<file path="src/rtl/mem_rd_streamer.sv">
// Sequential RAM reader: issues credit-limited reads, absorbs the RAM read
// latency in a skid FIFO and streams the words out with last marking.
module mem_rd_streamer #(
    parameter int DW         = 8,
    parameter int DEPTH      = 8,
    parameter int RD_LATENCY = 2,
    parameter int SKID_DEPTH = 4,
    localparam int AW        = $clog2(DEPTH)
) (
    input  logic          clk,
    input  logic          rst_n,
    input  logic          start,
    input  logic [AW-1:0] start_addr,
    input  logic [AW:0]   length,
    output logic          busy,
    output logic          done,
    output logic          mem_rden,
    output logic [AW-1:0] mem_raddr,
    input  logic [DW-1:0] mem_rdata,
    output logic [DW-1:0] out_data,
    output logic          out_valid,
    output logic          out_last,
    input  logic          out_ready
);
    localparam int PW = $clog2(SKID_DEPTH);
    localparam int CW = $clog2(SKID_DEPTH + 1);
    localparam int OW = $clog2(SKID_DEPTH + RD_LATENCY + 2) + 1;

    typedef enum logic [1:0] {IDLE, RUN, DRAIN} state_t;

    state_t                state_q, state_d;
    logic [AW-1:0]         rd_ptr_q, rd_ptr_d;
    logic [AW:0]           issue_left_q, issue_left_d;
    logic [AW:0]           accept_left_q, accept_left_d;
    logic                  rden_q, rden_d;
    logic                  rlast_q, rlast_d;
    logic [AW-1:0]         raddr_q, raddr_d;
    logic                  done_q, done_d;
    logic [RD_LATENCY-1:0] vld_q, lst_q;

    logic [DW:0]           fifo_q [SKID_DEPTH];
    logic [DW:0]           head;
    logic [PW-1:0]         wptr_q, rptr_q;
    logic [CW-1:0]         cnt_q;
    logic                  fifo_wr, fifo_rd;
    logic [OW-1:0]         occ;
    logic                  credit_ok, issue, last_acc;
    logic [AW-1:0]         cur_ptr;
    logic [AW:0]           cur_left;

    function automatic logic [PW-1:0] ptr_inc(input logic [PW-1:0] p);
        return (p == PW'(SKID_DEPTH - 1)) ? '0 : p + PW'(1);
    endfunction

    assign fifo_wr   = vld_q[RD_LATENCY-1];
    assign head      = fifo_q[rptr_q];
    assign out_valid = (cnt_q != '0);
    assign out_data  = out_valid ? head[DW-1:0] : '0;
    assign out_last  = out_valid & head[DW];
    assign fifo_rd   = out_valid & out_ready;
    assign last_acc  = fifo_rd && (accept_left_q == (AW+1)'(1));

    assign busy      = (state_q != IDLE);
    assign done      = done_q;
    assign mem_rden  = rden_q;
    assign mem_raddr = raddr_q;

    // Every issued-but-unpopped read owns a FIFO slot; a pop this cycle frees one.
    always_comb begin
        occ = OW'(cnt_q) + OW'(rden_q) - OW'(fifo_rd);
        for (int i = 0; i < RD_LATENCY; i++) begin
            occ = occ + OW'(vld_q[i]);
        end
    end
    assign credit_ok = (occ < OW'(SKID_DEPTH));

    always_ff @(posedge clk or negedge rst_n) begin
        if (!rst_n) state_q <= IDLE;
        else        state_q <= state_d;
    end

    always_comb begin
        state_d = state_q;
        unique case (state_q)
            IDLE: begin
                if (start && length != '0) state_d = RUN;
            end
            RUN: begin
                if (issue_left_q == '0 ||
                    (issue && issue_left_q == (AW+1)'(1)))
                    state_d = DRAIN;
            end
            DRAIN: begin
                if (last_acc) state_d = IDLE;
            end
            default: state_d = IDLE;
        endcase
    end

    always_comb begin
        issue         = 1'b0;
        done_d        = 1'b0;
        cur_ptr       = rd_ptr_q;
        cur_left      = issue_left_q;
        accept_left_d = fifo_rd ? accept_left_q - (AW+1)'(1) : accept_left_q;
        unique case (state_q)
            IDLE: begin
                if (start) begin
                    cur_ptr       = start_addr;
                    cur_left      = length;
                    accept_left_d = length;
                    issue         = (length != '0);
                    done_d        = (length == '0);
                end
            end
            RUN:     issue  = (issue_left_q != '0) && credit_ok;
            DRAIN:   done_d = last_acc;
            default: ;
        endcase
        rd_ptr_d     = issue ? cur_ptr + AW'(1) : cur_ptr;
        issue_left_d = issue ? cur_left - (AW+1)'(1) : cur_left;
        rden_d       = issue;
        rlast_d      = issue && (cur_left == (AW+1)'(1));
        raddr_d      = issue ? cur_ptr : raddr_q;
    end

    always_ff @(posedge clk or negedge rst_n) begin
        if (!rst_n) begin
            rd_ptr_q      <= '0;
            issue_left_q  <= '0;
            accept_left_q <= '0;
            rden_q        <= 1'b0;
            rlast_q       <= 1'b0;
            raddr_q       <= '0;
            done_q        <= 1'b0;
            vld_q         <= '0;
            lst_q         <= '0;
            wptr_q        <= '0;
            rptr_q        <= '0;
            cnt_q         <= '0;
        end else begin
            rd_ptr_q      <= rd_ptr_d;
            issue_left_q  <= issue_left_d;
            accept_left_q <= accept_left_d;
            rden_q        <= rden_d;
            rlast_q       <= rlast_d;
            raddr_q       <= raddr_d;
            done_q        <= done_d;
            vld_q[0]      <= rden_q;
            lst_q[0]      <= rlast_q;
            for (int i = 1; i < RD_LATENCY; i++) begin
                vld_q[i] <= vld_q[i-1];
                lst_q[i] <= lst_q[i-1];
            end
            if (fifo_wr) wptr_q <= ptr_inc(wptr_q);
            if (fifo_rd) rptr_q <= ptr_inc(rptr_q);
            cnt_q <= cnt_q + CW'(fifo_wr) - CW'(fifo_rd);
        end
    end

    always_ff @(posedge clk) begin
        if (fifo_wr) fifo_q[wptr_q] <= {lst_q[RD_LATENCY-1], mem_rdata};
    end

`ifndef SYNTHESIS
    a_len_legal: assert property (@(posedge clk) disable iff (!rst_n)
        (start && !busy) |-> (length <= (AW+1)'(DEPTH)));
    a_no_overflow: assert property (@(posedge clk) disable iff (!rst_n)
        cnt_q <= CW'(SKID_DEPTH));
`endif

endmodule

</file>
<file path="config.mk">
export PLATFORM = sky130hd
export DESIGN_NAME = mem_rd_streamer
export DESIGN_NICKNAME = d
export VERILOG_FILES = /design/src/rtl/mem_rd_streamer.sv
export SDC_FILE = /design/constraint.sdc
export NUM_CORES = 1
export LEC_CHECK = 0
export CORE_UTILIZATION = 35
export CTS_BUF_LIST = sky130_fd_sc_hd__clkbuf_16
export DETAILED_ROUTE_END_ITERATION = 10
export REMOVE_ABC_BUFFERS = 1
export SLEW_MARGIN = 20
export SYNTH_ARGS = -nofsm -noshare
export SYNTH_HDL_FRONTEND = slang
export SYNTH_SLANG_ARGS = --single-unit
</file>
<file path="constraint.sdc">
create_clock -name clk -period 3.5 [get_ports clk]
set_clock_uncertainty 0.05 [all_clocks]
set_input_delay 0.35 -clock clk [delete_from_list [all_inputs] [get_ports clk]]
set_output_delay 0.35 -clock clk [all_outputs]
set_load 0.01 [all_outputs]
</file>
==> impl_summary.txt, run 1 <==
----------------------------------------------------
[Clock network]
  Number of buffers inserted during clock tree synthesis ... 9
  Clk slew on worst S/H paths ... 0.05 ns
  Post-CTS setup buffer count ... 0
  Clk_lat worst skew ... 0.32 ns
  Total of hold buffers inserted after clock tree synthesis ... 0
  CTS H-tree depth ... 3
  Count of instances resized after the clock tree is built ... 0
  Clock tree from TritonCTS ... done
  Number of clock sinks ... 66
  Root Buffer ... clkbuf_16
  Clock Path Buffers ... 2

[Die]
  Initial core utilization ... 36.0%
  Placeable core region ... 0.00818 mm²
  Chip Height ... 93.7 µm
  Die Footprint ... 0.00878 mm²
  Die Wd ... 93.7 µm
  I/O pin total ... 35
  Row count ... 33

[Final layout]
  Fin cells ... 364
  FILL cells ... 747
  Final net count ... 290
  Final design area excluding fillers ... 0.00372 mm²
  Fraction of final layout cells sized beyond drive strength 1 ... 15.1%
  Number of antenna diodes ... 0
  Post-layout util ... 45.5%
  Area growth from synthesis to layout ... 26.4%

[STA]
  Final critical-path share of the clock period ... 92.0%
  Crit path time final ... 3.22 ns
  Final Hold Vio Count ... 0
  RSZ-0062 raised after global routing ... no
  Slew at the pin with the worst max-slew slack ... 0.778 ns
  Achievable Freq ... 0.311 GHz
  Setup-violating endpoint count in the final report ... 0
  Pins Over Slew Limit ... 0
  Tightest slew margin relative to the limit ... 47.4%

[Route]
  Post-route DRC violation count ... 0
  Initial DRC Count ... 52
  Number of vias per cell after detailed routing ... 4.72
  Via count ... 1718
  Length of the first detailed-routing pass in iterations ... 4
  Detail-routed net length per standard cell ... 14.7 µm
  Final wirelength ... 5.37 mm
  DRT antenna net count ... 0

[Critical path]
  Startpoint class of the critical path ... register
  Critical path class ... reg -> reg
  Crit path capture type ... register
  Maximum fanout along the worst path ... 6
  FF-to-FF setup slack ... 0.28 ns
  Data arrival, critical path ... 3.37 ns
  WP data required ... 3.65 ns

[Logic synthesis]
  Count of different cell masters after synthesis ... 34
  Area share of the largest cell type after synthesis ... 36.7%
  Most frequently used cell type in the post-synthesis netlist ... edfxtp_1
  Flip-flop and latch count after synthesis ... 66
  Sequential area share after synthesis ... 62.2%
  EDFF count, synth ... 36
  Synthesized area ... 0.00294 mm²
  Primary FF master, synth ... edfxtp_1
  Synth warnings ... 0
  Mapped Avg Cell Area ... 14.1 µm²
  Synthesized netlist cell count ... 209
  Most area-consuming cells after synthesis ... edfxtp_1 (37%), dfrtp_1 (26%), mux4_2 (6.9%)
  Cell accounting for the most synthesized area ... edfxtp_1
  Ranking of synthesized cells by instance count ... edfxtp_1 (36), dfrtp_1 (30), nand2_1 (23)
  Async SR Flop Fraction ... 45.5%

[Global route]
  Total track usage ... 13.8%
  Via count of the first global-routing pass ... 1749
  First-pass GRT wire length ... 8.89 mm
  Overflow after GRT ... 0
  Number of antenna violations at the first check in global routing ... 0
  Maximum number of pins on one net before global-route repair ... 31

[Power]
  Worst VDD drop ... 0.000407 V
  Static power due to leakage ... 1.49 nW
  Ratio of total power to cell area ... 935 mW/mm²
  PnR Total Power ... 3.48 mW

[Status]
  Run status ... finished, final reports clean

[Place]
  GP Congestion ... 0.765
  Sum of net half-perimeters after detailed placement ... 3.64 mm
  Port Buffers ... 34
  Placed Instances ... 348
  Placed standard-cell area ... 0.00343 mm²

[Worst hold path]
  Worst min-delay path class ... reg -> reg

[Run]
  Max-cap violations ... 0

----------------------------------------------------
[worst paths after layout]
kind | start | endpoint | depth (start not counted)
worst max-delay path | cnt_q[0]$_DFF_PN0_ | mem_raddr[2]$_DFFE_PN0N_ | 11
worst min-delay path | lst_q[0]$_DFF_PN0_ | lst_q[1]$_DFF_PN0_ | 0
worst max register to register | cnt_q[0]$_DFF_PN0_ | mem_raddr[2]$_DFFE_PN0N_ | 11
worst min register to register | lst_q[0]$_DFF_PN0_ | lst_q[1]$_DFF_PN0_ | 0
max in group asynchronous | rst_n | mem_raddr[2]$_DFFE_PN0N_ | 2
min in group asynchronous | rst_n | mem_raddr[1]$_DFFE_PN0N_ | 2
[state kept, by name, summed over array words and instances, names as in the netlist]
register	count
fifo_q	36
accept_left_q	4
issue_left_q	4
cnt_q	3
mem_raddr	3
rd_ptr_q	3
lst_q	2
rptr_q	2
state_q	2
vld_q	2
wptr_q	2
done	1
mem_rden	1
rlast_q	1
[critical path, stage by stage, from the launching register on]
cell and delay [ns]:
dfrtp_1 0.43, or3_1 0.40, nand2_1 0.11, or2_2 0.13
nand2_1 0.06, fa_1 0.36, ha_1 0.28, a31o_1 0.18
or3_1 0.36, and2_4 0.16, o21ai_4 0.23, mux2_2 0.36
[layout make-up]
class / count / area [µm²] / area share (%)
clock buffers: 9 / 225 / 6.06
flip-flops and latches: 66 / 1830 / 49.3
clock inverters: 7 / 62.6 / 1.68
well taps: 105 / 131 / 3.53
repair buffers: 39 / 378 / 10.2
inverters: 13 / 48.8 / 1.31
multi-input cells: 125 / 1040 / 28.0
[routing by layer]
| layer | track usage [%] | up-vias | share of wire, % | wire length (µm) |
|---|---|---|---|---|
| met4 | 5.13 | 0 | 1.9 | 102 |
| met1 | 17.0 | 824 | 46 | 2460 |
| met3 | 4.77 | 9 | 5.0 | 270 |
| met5 | 0 | - | 0 | 0 |
| met2 | 22.4 | 47 | 47 | 2530 |
| li1 | - | 838 | - | - |
[cell families (layout without fill, tap and decap cells)]
logic type / Yosys count / count (layout) / synth area share [%]
AO/OA/AOI/OAI: 25 / 25 / 5.49
multiplexers: 16 / 16 / 9.48
flip-flops: 66 / 66 / 62.2
buffers and inverters: 18 / 68 / 2.38
XOR/XNOR: 9 / 9 / 2.68
adder cells (fa/ha/maj): 17 / 17 / 7.74
AND/OR/NAND/NOR: 58 / 58 / 9.99
[through the flow]
stage | setup TNS [ns] | worst slack (ns) | hold slack, ns
detailed placement | 0 | 0.192 | 0.285
global placement | 0 | 0.228 | 0.288
floorplan | -0.106 | -0.0266 | 0.00441
CTS | 0 | 0.249 | 0.298
finish | 0 | 0.281 | 0.298
global route | 0 | 0.0620 | 0.305
[power by group]
part	switching [mW]	leakage (nW)	internal [mW]	total, mW
clock	0.311	0.144	0.542	0.854
sequential	0.194	0.700	1.07	1.27
combinational	0.616	0.642	0.742	1.36
[cell usage in the layout, fill, tap and decap left out, drive strengths merged, types with 2 or more instances in the layout]
| master | instances |
|---|---|
| edfxtp | 36 |
| clkdlybuf4s50 | 34 |
| dfrtp | 30 |
| nand2 | 23 |
| inv | 15 |
| ha | 15 |
| and2 | 14 |
| o21ai | 11 |
| mux4 | 9 |
| clkbuf | 9 |
| nor2 | 6 |
| a21oi | 6 |
| xnor2 | 5 |
| mux2 | 5 |
| buf | 5 |
| xor2 | 4 |
| nand3 | 3 |
| a21boi | 3 |
| nor3 | 3 |
| nor3b | 2 |
| or3 | 2 |
| mux2i | 2 |
| fa | 2 |
| clkinvlp | 2 |
| clkinv | 2 |
| a31o | 2 |
Power figures use the tool's default switching activity.
==> run 2, diff against run 1 <==
PLACE_DENSITY_LB_ADDON = 0.12   (was default)
==> impl_summary.txt, run 2 (same netlist as run 1, synthesis figures left out) <==
----------------------------------------------------
[Status]
  Run status ... finished, final reports clean

[Global route]
  Number of antenna violations at the first check in global routing ... 0 (unchanged)
  Maximum number of pins on one net before global-route repair ... 31 (unchanged)
  Via count of the first global-routing pass ... 1780 (+1.8%)
  Total track usage ... 13.7% (-0.058 points)
  First-pass GRT wire length ... 8.76 mm (-1.5%)
  Overflow after GRT ... 0 (unchanged)

[Final layout]
  Number of antenna diodes ... 0 (unchanged)
  Area growth from synthesis to layout ... 29.0%
  Final net count ... 290 (unchanged)
  Most used cells in the layout excluding fill and tap cells ... edfxtp_1 (36), clkdlybuf4s50_1 (34), dfrtp_1 (30)
  Footprint of the flip-flops and latches ... 0.00183 mm² (unchanged)
  FILL cells ... 740 (-0.94%)
  Area occupied by multi-input gates ... 0.00104 mm² (unchanged)
  Number of flip-flops in the largest register ... 36 (unchanged)
  Fraction of final layout cells sized beyond drive strength 1 ... 15.4% (+0.39 points)
  Register bank with the most flops ... fifo_q
  Commonest non-fill, non-tap cell in the layout ... edfxtp_1
  Largest registers ranked by flip-flop count ... fifo_q (36), accept_left_q (4), issue_left_q (4)

[Critical path]
  Cell Chain, Critical Path ... or3_1 -> nand2_1 -> or2_2 -> nand2_1 -> fa_1 -> ha_1 -> a31o_1 -> or3_1 -> and2_4 -> o21ai_4 -> mux2_2
  Critical path class ... reg -> reg
  Slowest cell delay on critical path ... 0.43 ns (about the same)
  Buffering stage count on the worst path with inverters included ... 0 (unchanged)
  Terminus of the critical flop-to-flop path ... mem_raddr[1]$_DFFE_PN0N_
  Crit path capture type ... register
  Number of cells traversed by the worst register-to-register path ... 11 (unchanged)
  Origin of the critical flop-to-flop path ... cnt_q[0]$_DFF_PN0_
  Data arrival, critical path ... 3.51 ns (+0.14 ns)
  FF-to-FF setup slack ... 0.15 ns (-0.13 ns)
  Cell with the largest stage delay on the worst path ... dfrtp_1
  WP data required ... 3.67 ns (+0.02 ns)
  Maximum fanout along the worst path ... 7 (+1)
  Startpoint class of the critical path ... register
  CP top delay family ... simple AND/OR/NAND/NOR gates

[Clock network]
  Total of hold buffers inserted after clock tree synthesis ... 0 (unchanged)
  Clk_lat worst skew ... 0.33 ns (about the same)
  Clk slew on worst S/H paths ... 0.06 ns (about the same)
  Root Buffer ... clkbuf_16
  Clock Path Buffers ... 2 (unchanged)
  Number of clock sinks ... 66 (unchanged)
  CTS H-tree depth ... 3 (unchanged)
  Number of buffers inserted during clock tree synthesis ... 9 (unchanged)
  Clock tree from TritonCTS ... done
  Count of instances resized after the clock tree is built ... 0 (unchanged)
  Post-CTS setup buffer count ... 0 (unchanged)

[Power]
  Worst VDD drop ... 0.000554 V (+36%)
  PnR Total Power ... 3.73 mW (+7.2%)
  Static power due to leakage ... 1.52 nW (+2.5%)
  Ratio of total power to cell area ... 981 mW/mm² (+4.9%)

[Die]
  Row count ... 33 (unchanged)
  Die Wd ... 93.7 µm (unchanged)
  Die Footprint ... 0.00878 mm² (unchanged)
  Initial core utilization ... 36.0% (unchanged)
  I/O pin total ... 35 (unchanged)
  Chip Height ... 93.7 µm (unchanged)
  Placeable core region ... 0.00818 mm² (unchanged)

[STA]
  Final critical-path share of the clock period ... 95.6% (+3.6 points)
  Setup-violating endpoint count in the final report ... 0 (unchanged)
  Tightest slew margin relative to the limit ... 46.3% (-1.2 points)
  Slew at the pin with the worst max-slew slack ... 0.796 ns (+0.0171 ns)
  RSZ-0062 raised after global routing ... no
  Sum of negative setup slack ... 0 ns (unchanged)
  Achievable Freq ... 0.299 GHz (-3.8%)
  Final Hold Vio Count ... 0 (unchanged)
  Pins Over Slew Limit ... 0 (unchanged)
  Crit path time final ... 3.35 ns (+0.127 ns)

[Run]
  Max-cap violations ... 0 (unchanged)

[Worst hold path]
  Hold Crit Depth ... 0 (unchanged)
  Worst min-delay path class ... reg -> reg
  Hold Crit Start ... rlast_q$_DFF_PN0_
  Endpoint of the worst hold-timing path ... lst_q[0]$_DFF_PN0_

[Route]
  Post-route DRC violation count ... 0 (unchanged)
  Length of the first detailed-routing pass in iterations ... 4 (unchanged)
  Number of vias per cell after detailed routing ... 4.82 (+2.1%)
  Final wirelength ... 5.32 mm (-0.86%)
  DRT antenna net count ... 0 (unchanged)
  Via count ... 1754 (+2.1%)
  Initial DRC Count ... 78 (+50%)
  Detail-routed net length per standard cell ... 14.6 µm (-0.86%)

[Place]
  Sum of net half-perimeters after detailed placement ... 3.67 mm (+0.64%)
  Port Buffers ... 34 (unchanged)
  GP Congestion ... 0.720 (-5.9%)

----------------------------------------------------
## run 2: worst reg2reg max path: stages (launching register included)
cell,delay (ns)
dfrtp_1,0.43
or3_1,0.42
nand2_1,0.16
or2_2,0.15
nand2_1,0.06
fa_1,0.36
ha_1,0.28
a31o_1,0.19
or3_1,0.37
and2_4,0.17
o21ai_4,0.24
mux2_2,0.37
## run 2: power by group
group	switching [mW]	total (mW)	internal (mW)
Sequential	0.187	1.26	1.07
Clock	0.334	1.10	0.768
Combinational	0.618	1.37	0.747
## run 2: cell type report
class | instances | share of cell area, %
Timing Repair Buffer | 39 | 9.95
Multi-Input combinational cell | 125 | 27.4
Sequential cell | 66 | 48.2
Inverter | 13 | 1.29
Clock buffer | 9 | 5.93
Tap cell | 105 | 3.46
Clock inverter | 7 | 3.72
## run 2: layer usage
metal | up-vias | GRT usage, % | share of wire, %
met4 | 0 | 5.51 | 1.9
li1 | 835 | - | -
met3 | 10 | 5.42 | 4.5
met1 | 877 | 17.4 | 47
met2 | 32 | 21.0 | 47
met5 | - | 0 | 0
## run 2: worst max-delay path by stage
stage	from	endpoint	cells past startpoint
finish	cnt_q[0]$_DFF_PN0_	mem_raddr[1]$_DFFE_PN0N_	11
detailed placement	out_ready	mem_raddr[1]$_DFFE_PN0N_	10
CTS	cnt_q[0]$_DFF_PN0_	mem_raddr[1]$_DFFE_PN0N_	11
floorplan	cnt_q[0]$_DFF_PN0_	mem_raddr[0]$_DFFE_PN0N_	11
global route	cnt_q[0]$_DFF_PN0_	rlast_q$_DFF_PN0_	12
global placement	out_ready	mem_raddr[1]$_DFFE_PN0N_	10
## run 2: stage by stage
| stage | cell area (µm²) | hold WS [ns] | worst slack [ns] | utilization (%) | instances |
|---|---|---|---|---|---|
| 3_5_place_dp | 3430 | 0.296 | 0.0929 | 42.0 | 348 |
| 6_report | 3800 | 0.298 | 0.154 | 46.4 | 364 |
| 4_1_cts | 3800 | 0.300 | 0.166 | 46.4 | 364 |
| 2_1_floorplan | 2920 | 0.00441 | -0.0266 | - | 204 |
| 5_1_grt | 3800 | 0.316 | 0.0263 | 46.4 | 364 |
| 3_3_place_gp | 3430 | 0.284 | 0.162 | 42.0 | 348 |
